[config.mk]
export PLATFORM = sky130hd
export DESIGN_NAME = ap_result_packer
export DESIGN_NICKNAME = d
export VERILOG_FILES = /design/src/rtl/ap_result_packer_pkg.sv /design/src/rtl/ap_result_packer_lane_packer.sv /design/src/rtl/ap_result_packer.sv
export SDC_FILE = /design/constraint.sdc
export NUM_CORES = 1
export LEC_CHECK = 0
export CAP_MARGIN = 5
export CORE_ASPECT_RATIO = 0.8
export CORE_MARGIN = 3
export CORE_UTILIZATION = 50
export DETAILED_ROUTE_END_ITERATION = 10
export PLACE_DENSITY_LB_ADDON = 0.2
export SYNTH_ARGS = -nofsm -noshare
export SYNTH_HDL_FRONTEND = slang
export SYNTH_SLANG_ARGS = --single-unit
[constraint.sdc]
create_clock -name clk_i -period 60.1 [get_ports clk_i]
set_input_delay 12.02 -clock clk_i [delete_from_list [all_inputs] [get_ports clk_i]]
set_output_delay 12.02 -clock clk_i [all_outputs]
set_load 0.005 [all_outputs]
[src/rtl/ap_result_packer_pkg.sv]
// Shared types and constants for the AP result packer: FSM state encoding, default geometry
// and FP32 exponent field position used by the optional Inf/NaN detector.
package ap_result_packer_pkg;

   typedef enum logic [1:0] {StIdle, StCollect, StFlush, StDone} state_e;

   localparam int unsigned ELEMENT_WIDTH = 32;
   localparam int unsigned NO_OF_UNITS   = 8;
   localparam int unsigned ADDR_WIDTH    = 10;

   localparam int unsigned FP32_EXP_LSB = 23;
   localparam int unsigned FP32_EXP_MSB = 30;

   // Exponent all ones means Inf or NaN regardless of mantissa.
   function automatic logic is_inf_nan(input logic [31:0] v);
      return &v[FP32_EXP_MSB:FP32_EXP_LSB];
   endfunction

endpackage

[src/rtl/ap_result_packer_lane_packer.sv]
// Lane insert register: places each accepted scalar into the next lane of a wide word and
// flags when the word is complete (all lanes filled or last element of the row set).
module ap_result_packer_lane_packer
   import ap_result_packer_pkg::*;
#(
   parameter int unsigned ElementWidth = ELEMENT_WIDTH,
   parameter int unsigned NoOfUnits    = NO_OF_UNITS
) (
   input  logic                              clk_i,
   input  logic                              reset_i,
   input  logic                              clear_i,
   input  logic                              valid_i,
   input  logic                              last_i,
   input  logic [ElementWidth-1:0]           data_i,
   output logic                              complete_o,
   output logic [ElementWidth*NoOfUnits-1:0] word_o
);

   localparam int unsigned LaneW = (NoOfUnits > 1) ? $clog2(NoOfUnits) : 1;
   localparam int unsigned DataW = ElementWidth * NoOfUnits;

   logic [LaneW-1:0] lane_q, lane_d;
   logic [DataW-1:0] pack_q, pack_d, pack_ins;

   always_comb begin
      pack_ins = pack_q;
      for (int unsigned i = 0; i < NoOfUnits; i++) begin
         if (lane_q == LaneW'(i)) begin
            pack_ins[i*ElementWidth +: ElementWidth] = data_i;
         end
      end
   end

   assign complete_o = valid_i & ((lane_q == LaneW'(NoOfUnits - 1)) | last_i);
   // Word handed out includes the element arriving this cycle.
   assign word_o     = pack_ins;

   always_comb begin
      pack_d = pack_q;
      lane_d = lane_q;
      if (clear_i) begin
         pack_d = '0;
         lane_d = '0;
      end else if (valid_i) begin
         if (complete_o) begin
            pack_d = '0;
            lane_d = '0;
         end else begin
            pack_d = pack_ins;
            lane_d = lane_q + LaneW'(1);
         end
      end
   end

   always_ff @(posedge clk_i or posedge reset_i) begin
      if (reset_i) begin
         pack_q <= '0;
         lane_q <= '0;
      end else begin
         pack_q <= pack_d;
         lane_q <= lane_d;
      end
   end

endmodule

[src/rtl/ap_result_packer.sv]
// Packs consecutive AP scalars into wide words written to the AP total memory, then reports
// completion. Define NAN_CHECK_EN to add the sticky nan_seen_o Inf/NaN detector output.
module ap_result_packer
   import ap_result_packer_pkg::*;
#(
   parameter int unsigned ElementWidth = ELEMENT_WIDTH,
   parameter int unsigned NoOfUnits    = NO_OF_UNITS,
   parameter int unsigned AddrWidth    = ADDR_WIDTH
) (
   input  logic                              clk_i,
   input  logic                              reset_i,
   input  logic                              start_i,
   input  logic [31:0]                       total_i,
   input  logic [ElementWidth-1:0]           result_i,
   input  logic                              finish_i,
   output logic                              AP_total_mem_we_o,
   output logic [AddrWidth-1:0]              ap_mem_addr_o,
   output logic [ElementWidth*NoOfUnits-1:0] ap_mem_data_o,
   output logic                              busy_o,
   output logic                              done_o,
`ifdef NAN_CHECK_EN
   output logic                              nan_seen_o,
`endif
   output logic                              overrun_o
);

   localparam int unsigned DataW = ElementWidth * NoOfUnits;

   state_e               state_q, state_d;
   logic [31:0]          total_q, total_d;
   logic [31:0]          count_q, count_d;
   logic [AddrWidth-1:0] addr_q, addr_d;
   logic [DataW-1:0]     data_q, data_d;
   logic                 we_q, we_d;
   logic                 busy_q, busy_d;
   logic                 done_q, done_d;
   logic                 overrun_q, overrun_d;

   logic                 accept, take, last, complete;
   logic [DataW-1:0]     packed_word;

   assign accept = start_i & ~busy_q & ((state_q == StIdle) | (state_q == StDone));
   assign take   = finish_i & (state_q == StCollect);
   assign last   = (count_q + 32'd1) == total_q;

   ap_result_packer_lane_packer #(
      .ElementWidth(ElementWidth),
      .NoOfUnits   (NoOfUnits)
   ) u_lane_packer (
      .clk_i     (clk_i),
      .reset_i   (reset_i),
      .clear_i   (accept),
      .valid_i   (take),
      .last_i    (last),
      .data_i    (result_i),
      .complete_o(complete),
      .word_o    (packed_word)
   );

   always_comb begin
      state_d   = state_q;
      total_d   = total_q;
      count_d   = count_q;
      addr_d    = addr_q;
      data_d    = data_q;
      we_d      = 1'b0;
      busy_d    = busy_q;
      done_d    = done_q;
      overrun_d = overrun_q;

      // Address advances once the write cycle has been presented.
      if (we_q) begin
         addr_d = addr_q + AddrWidth'(1);
      end

      unique case (state_q)
         StIdle, StDone: begin
            // Zero-length request lands here with busy still set for one cycle.
            if ((state_q == StDone) && busy_q) begin
               busy_d = 1'b0;
               done_d = 1'b1;
            end
            if (accept) begin
               total_d = total_i;
               count_d = '0;
               addr_d  = '0;
               busy_d  = 1'b1;
               done_d  = 1'b0;
               state_d = (total_i == 32'd0) ? StDone : StCollect;
            end
         end
         StCollect: begin
            if (take) begin
               count_d = count_q + 32'd1;
               if (complete) begin
                  data_d = packed_word;
                  we_d   = 1'b1;
                  if (last) begin
                     state_d = StFlush;
                  end
               end
            end
         end
         StFlush: begin
            state_d = StDone;
            busy_d  = 1'b0;
            done_d  = 1'b1;
         end
         default: state_d = StIdle;
      endcase

      // A finish coinciding with an accepted start is still flagged.
      if (accept) begin
         overrun_d = 1'b0;
      end
      if (finish_i && (state_q != StCollect)) begin
         overrun_d = 1'b1;
      end
   end

   always_ff @(posedge clk_i or posedge reset_i) begin
      if (reset_i) begin
         state_q   <= StIdle;
         total_q   <= '0;
         count_q   <= '0;
         addr_q    <= '0;
         data_q    <= '0;
         we_q      <= 1'b0;
         busy_q    <= 1'b0;
         done_q    <= 1'b0;
         overrun_q <= 1'b0;
      end else begin
         state_q   <= state_d;
         total_q   <= total_d;
         count_q   <= count_d;
         addr_q    <= addr_d;
         data_q    <= data_d;
         we_q      <= we_d;
         busy_q    <= busy_d;
         done_q    <= done_d;
         overrun_q <= overrun_d;
      end
   end

   assign AP_total_mem_we_o = we_q;
   assign ap_mem_addr_o     = addr_q;
   assign ap_mem_data_o     = data_q;
   assign busy_o            = busy_q;
   assign done_o            = done_q;
   assign overrun_o         = overrun_q;

`ifdef NAN_CHECK_EN
   logic nan_q, nan_d;

   always_comb begin
      nan_d = nan_q;
      if (accept) begin
         nan_d = 1'b0;
      end
      if (take && is_inf_nan(result_i[31:0])) begin
         nan_d = 1'b1;
      end
   end

   always_ff @(posedge clk_i or posedge reset_i) begin
      if (reset_i) begin
         nan_q <= 1'b0;
      end else begin
         nan_q <= nan_d;
      end
   end

   assign nan_seen_o = nan_q;
`endif

endmodule

==> out/metrics.sh, run 1 <==
OUTCOME='completed'
INITIAL_UTILIZATION_PCT=50.8
HOLD_VIOL_FINAL=0
DRT_FIRST_ITER_VIOLATIONS=1899
GROUTE.USAGE.OVERALL_PCT=27.6
YOSYSMOSTFREQUENTCELL='dfrtp_1'
GRT.OVERFLOW.TOTAL=0
SYNTH.TOP_CELLS.BY_AREA='dfrtp_1 56%, mux2i_1 9.3%, a22o_1 7.4%'
DIODES_INSERTED=0
GP_CONGESTION=0.869
CTS.ROOT.BUFFER_CELL='clkbuf_16'
CRIT_TYPE='in2reg'
CHIPHEIGHT_UM=213
POST_SYNTH.CELL_AREA_AVG_UM2=10.9
WORST_PIN_SLEW_NS=1.20
CLOCK_TREE.BUFFER_DEPTH=3
DRT-WIRELENGTH-PER-CELL_UM=23.2
POWER-PER-CELL-AREA_nW_PER_UM2=34.2
NUM_ROWS=75
TIMING.CLOCK.SKEW_NS=0.0135
PLACEABLE_CORE_REGION_UM2=52600
CTS_TREE='done'
AVGVIACOUNTPERCELL=6.06
FIN_TNS_SETUP_NS=0
MAX_CAP_VIOL_COUNT=0
YS_TOP_CELLS_BY_COUNT='595 x dfrtp_1, 391 x nand2_1, 273 x o21ai_0'
CLKSINKCOUNT=595
IO_PINS=338
HTREEDEPTH=2
DRIVE_ABOVE_1_SHARE_PCT=6.67
CRITICAL_PATH.ENDPOINT_TYPE='register'
UNREPAIRED_SETUP_ENDPOINTS_AFTER_GLOBAL_ROUTING='false'
TIMING.FINAL.MAX_SLEW_VIOLATIONS=0
DRT_ANTENNA_NET_COUNT=0
CRIT_PATH_MAX_FANOUT=137
WORSTPATHREQUIRED_NS=60.56
CTSHOLDBUFFERS=0
POWER.LEAKAGE_nW=14.8
AREA.GROWTH.SYNTH_TO_FINAL_PCT=21.2
WIRELENGTH_UM=78800
GRT_START_MAX_NET_PINS=286
CLKLATENCYLATEPIN_NS=0.62
MIN_PATH_TYPE='reg2reg'
INITIAL_ANTENNA_VIOLATION_COUNT=0
TRITONCTS.NUM_BUFFERS=58
DP_CELLS=3281
FLOORPLAN.DIE_AREA_UM2=56200
PLACE_AREA_UM2=30300
FINAL_DESIGN_AREA_NO_FILL_UM2=32300
GLOBAL_ROUTE_WIRE_LENGTH_BEFORE_REPAIR_UM=122000
FINALHOLDWORSTSLACK_NS=0.482
LAYOUTNONFILLERINSTCOUNT=3390
SYNTH_LARGEST_TYPE_AREA_FRACTION_PCT=55.8
GATE_COUNT_OF_THE_MAPPED_NETLIST=2437
FIRST_GLOBAL_VIAS=20200
YOSYSSEQAREASHARE_PCT=55.8
CRIT_ARRIVAL_NS=15.19
CTS.CLK_SLEW.WORST_PATHS_NS=0.07
MAX_FREQ_MHz=67.9
SYNTHESIS_STAGE_REGISTER_BIT_COUNT=595
YS_ASYNC_SR_FRACTION_PCT=100
ROUTE.VIAS.TOTAL=20500
YOSYS_WARNINGS=0
FINAL_NET_COUNT=2728
SETUP-VIOLATIONS-FINAL=0
NUMBER_OF_ENABLE_TYPE_REGISTER_CELLS_IN_THE_SYNTHESIZED_NETLIST=0
CTS_SETUP_BUFFERS=0
IO_BUFFERS=337
CHIPWIDTH_UM=264
MAPPEDNETLISTNETS=2517
SYNTH.LIB_CELLS_USED.DISTINCT=67
POSTSYNTH.TOPFLOPCELL='dfrtp_1'
POST-ROUTE-MIN-PERIOD_NS=14.73
POST_CTS.RESIZED_INSTANCES=0
WORSTSETUPSTARTPOINTTYPE='input port'
VDD_IR_DROP_MAX_mV=0.0258
FINALCOREUTILIZATION_PCT=61.5
DETAIL_ROUTE.FIRST_PASS.ITERATIONS=7
SYNTH.CELL_AREA_UM2=26700
DETAIL_ROUTE.DRC_VIOLATIONS=0
TIMING.MAX_SLEW.REL_SLACK_PCT=20.0
DETAILEDPLACEMENTHPWL_UM=51100
YOSYS.AREA.TOP_TYPE='dfrtp_1'
FIN_CRIT_SH_PCT=24.5
-- cells by family (layout without fill, tap and decap cells) --
logic type	count (synthesis)	count (layout)	share of synthesized area (%)
mux	251	251	9.43
simple gates	709	709	12.9
xor+xnor	49	49	1.64
fa+ha+maj	12	12	0.563
flops	595	595	55.8
compound gates	585	585	15.5
buf+inv	236	496	4.12
-- cell type report --
class	count	area [µm²]
fill	4249	20200
clock inverter	28	375
sequential	595	14900
multi-input combinational	1606	10800
inverter	12	52.6
clock buffer	81	1670
timing repair buffer	375	3690
tap	693	867
-- metrics by stage --
stage,power (W),setup slack (ns)
floorplan,0.000649,31.43
global placement,0.000714,44.76
detailed placement,0.000721,44.67
CTS,0.00111,45.34
global route,0.00115,44.95
finish,0.00111,45.37
-- critical path, stage by stage --
cell and delay (ns):
clkdlybuf4s50_1 0.47, nand2_1 0.10, buf_4 0.28, nor3_1 0.14, a31oi_4 0.24, buf_4 0.92
buf_4 0.70, o21ai_0 0.21
-- registers in the layout (all words and copies together), names as in the netlist, 2 cells and up --
| signal | count |
|---|---|
| ap_mem_data_o | 256 |
| u_lane_packer.pack_q | 256 |
| count_q | 32 |
| total_q | 32 |
| ap_mem_addr_o | 10 |
| u_lane_packer.lane_q | 3 |
| state_q | 2 |
-- worst paths after layout --
kind                                          startpoint                              endpoint  slack, ns  cells past startpoint
hold reg to reg            ap_mem_data_o[86]$_DFFE_PP0P_         ap_mem_data_o[86]$_DFFE_PP0P_       0.48                      2
min in group asynchronous                        reset_i         ap_mem_data_o[74]$_DFFE_PP0P_      12.00                      2
max in group asynchronous                        reset_i  u_lane_packer.pack_q[61]$_DFFE_PP0P_      45.46                      4
setup / recovery                                finish_i         ap_mem_data_o[72]$_DFFE_PP0P_      45.37                      8
setup reg to reg                 count_q[16]$_DFFE_PP0P_  u_lane_packer.pack_q[47]$_DFFE_PP0P_      54.95                     10
hold / removal             ap_mem_data_o[86]$_DFFE_PP0P_         ap_mem_data_o[86]$_DFFE_PP0P_       0.48                      2
-- placed cells by master (no fill, tap or decap), types with 5 or more instances in the layout --
| master | instances |
|---|---|
| dfrtp_1 | 595 |
| nand2_1 | 388 |
| clkdlybuf4s50_1 | 337 |
| o21ai_0 | 273 |
| mux2i_1 | 248 |
| a22o_1 | 225 |
| clkbuf_16 | 60 |
| nand3_1 | 58 |
| nor2_1 | 47 |
| and3_1 | 44 |
| buf_4 | 35 |
| xnor2_1 | 30 |
| nor3_1 | 24 |
| nand4_1 | 21 |
| nand3b_1 | 20 |
| xor2_1 | 18 |
| nand4b_1 | 18 |
| a221o_1 | 17 |
| nand2b_1 | 17 |
| a21oi_1 | 16 |
| clkinv_2 | 15 |
| nor4_1 | 14 |
| o31ai_1 | 13 |
| clkbuf_1 | 12 |
| inv_1 | 11 |
| ha_1 | 10 |
| clkbuf_8 | 9 |
| and2_1 | 8 |
| bufinv_16 | 8 |
| nor4_2 | 7 |
| o41ai_4 | 7 |
| or3_1 | 6 |
| and4_1 | 5 |
-- per-layer routing --
metal / GRT usage [%] / wire [µm] / up-vias
met1: 40.9 / 36200 / 10600
met4: 7.28 / 1800 / 0
met5: 0 / 0 / -
met2: 42.4 / 35300 / 713
li1: - / - / 9145
met3: 5.00 / 5490 / 117
-- where the power goes --
part / switching (W) / internal [W]
clock network: 0.000160 / 0.000229
registers: 0.0000279 / 0.000436
logic: 0.000156 / 0.0000987
No activity file was read; power rests on OpenSTA's default activity.
==> run 2: changes to the inputs <==
- clock period: 60.1 -> 14 ns (I/O delays scaled with it)
==> out/metrics.sh, run 2 (synthesized netlist as in run 1, its figures left out) <==
INITIAL_ANTENNA_VIOLATION_COUNT=1
WORSTPATHREQUIRED_NS=14.43
SHARE_SEQ_OF_TOTAL_POWER_PCT=41.9
TIMING.MAX_SLEW.REL_SLACK_PCT=16.0
IO_PINS=338
POST_CTS.RESIZED_INSTANCES=0
POWER.CLOCK.FRACTION_PCT=35.4
NETSWITCHINGPOWER_W=0.00147
MAX_FREQ_MHz=160
CTS_SETUP_BUFFERS=0
TRITONCTS.NUM_BUFFERS=59
FINAL_NET_COUNT=2730
CTS.CLK_SLEW.WORST_PATHS_NS=0.06
INITIAL_UTILIZATION_PCT=50.8
CLKSINKCOUNT=595
CLKLATENCYLATEPIN_NS=0.62
HTREEDEPTH=2
CRIT_TYPE='in2reg'
GLOBAL_ROUTE_WIRE_LENGTH_BEFORE_REPAIR_UM=121000
DETAIL_ROUTE.DRC_VIOLATIONS=0
WORST_PIN_SLEW_NS=1.26
FINAL_CELL_MIX='595 x dfrtp_1, 388 x nand2_1, 337 x clkdlybuf4s50_1'
CTS_TREE='done'
CTS.ROOT.BUFFER_CELL='clkbuf_16'
DETAIL_ROUTE.FIRST_PASS.ITERATIONS=5
GP_CONGESTION=0.869
GRT_START_MAX_NET_PINS=300
POWER-PER-CELL-AREA_nW_PER_UM2=147
PLACEABLE_CORE_REGION_UM2=52600
MOSTFREQUENTLAYOUTCELL='dfrtp_1'
POST-ROUTE-MIN-PERIOD_NS=6.24
FINAL_DESIGN_AREA_NO_FILL_UM2=32400
IO_BUFFERS=337
CHIPWIDTH_UM=264
DIODES_INSERTED=0
CRIT_ARRIVAL_NS=6.67
ROUTE.VIAS.TOTAL=20300
CRITICAL_PATH.ENDPOINT_TYPE='register'
COMB_POWER_SHARE_PCT=22.7
PLACE_AREA_UM2=30300
FIN_TNS_SETUP_NS=0
P_SW_SHARE_PCT=30.8
CRIT_PATH_MAX_FANOUT=299
POWER.LEAKAGE_nW=14.8
AVGVIACOUNTPERCELL=5.98
WIRELENGTH_UM=78800
FINALHOLDWORSTSLACK_NS=0.483
TIMING.CLOCK.SKEW_NS=0.0149
CHIPHEIGHT_UM=213
OUTCOME='completed'
UNREPAIRED_SETUP_ENDPOINTS_AFTER_GLOBAL_ROUTING='false'
INTERNAL_POWER_W=0.00330
DRT_ANTENNA_NET_COUNT=0
HOLD_VIOL_FINAL=0
DETAILEDPLACEMENTHPWL_UM=51200
FLOORPLAN.DIE_AREA_UM2=56200
CLOCK_TREE.BUFFER_DEPTH=3
DRT_FIRST_ITER_VIOLATIONS=2025
FIN_CRIT_SH_PCT=44.5
SETUP-VIOLATIONS-FINAL=0
TIMING.FINAL.MAX_SLEW_VIOLATIONS=0
WORSTSETUPSTARTPOINTTYPE='input port'
DRIVE_ABOVE_1_SHARE_PCT=6.64
MAX_CAP_VIOL_COUNT=0
DRT-WIRELENGTH-PER-CELL_UM=23.3
MIN_PATH_TYPE='reg2reg'
FIRST_GLOBAL_VIAS=19700
GRT.OVERFLOW.TOTAL=0
VDD_IR_DROP_MAX_mV=0.127
AREA.GROWTH.SYNTH_TO_FINAL_PCT=21.3
CTSHOLDBUFFERS=0
NUM_ROWS=75
GROUTE.USAGE.OVERALL_PCT=27.5
-- run 2: layer usage --
metal  up-vias  GRT usage [%]  routed length (µm)
met2       723           40.0               34100
met4         2           7.16                1820
met5         -              0                  14
li1       9132              -                   -
met3       114           5.28                5760
met1     10300           42.4               37100
-- run 2: power by group through the flow --
stage | Clock [W] | Combinational [W] | Sequential, W
after floorplan | 0 | 0.000801 | 0.00198
after global placement | 0 | 0.00105 | 0.00201
after detailed placement | 0 | 0.00107 | 0.00202
after CTS | 0.00171 | 0.00107 | 0.00199
after global routing | 0.00179 | 0.00117 | 0.00201
final | 0.00169 | 0.00108 | 0.00200
-- run 2: through the flow --
step           setup WS, ns  cells  total power, W  utilization, %
6_report               7.76   3390         0.00476            61.6
5_1_grt                7.50   3390         0.00497            61.6
4_1_cts                7.93   3389         0.00478            61.6
3_5_place_dp           7.28   3281         0.00309            57.6
3_3_place_gp           7.39   3281         0.00306            57.6
2_1_floorplan          3.09   2437         0.00278               -
-- run 2: path summary, 6_finish.rpt --
check	startpoint	end	slack (ns)	cells after the start
max	finish_i	ap_mem_data_o[166]$_DFFE_PP0P_	7.76	7
min	ap_mem_data_o[184]$_DFFE_PP0P_	ap_mem_data_o[184]$_DFFE_PP0P_	0.48	2
max reg2reg	count_q[18]$_DFFE_PP0P_	ap_mem_data_o[166]$_DFFE_PP0P_	8.27	10
min reg2reg	ap_mem_data_o[184]$_DFFE_PP0P_	ap_mem_data_o[184]$_DFFE_PP0P_	0.48	2
max in group asynchronous	reset_i	ap_mem_data_o[134]$_DFFE_PP0P_	8.56	5
min in group asynchronous	reset_i	u_lane_packer.pack_q[43]$_DFFE_PP0P_	2.72	3
-- run 2: cell type report --
type | instances | area (µm²)
Tap cell | 693 | 867
Sequential cell | 595 | 14900
Timing Repair Buffer | 376 | 3690
Multi-Input combinational cell | 1606 | 10800
Fill cell | 4236 | 20200
Inverter | 12 | 48.8
Clock inverter | 20 | 300
Clock buffer | 88 | 1770
-- run 2: worst max-delay path: stages --
cell and delay [ns]:
clkdlybuf4s50_1 0.47, nand2_1 0.66, nor3_1 0.20, a31oi_4 0.69
buf_4 0.54, buf_12 0.64, o21ai_0 0.27
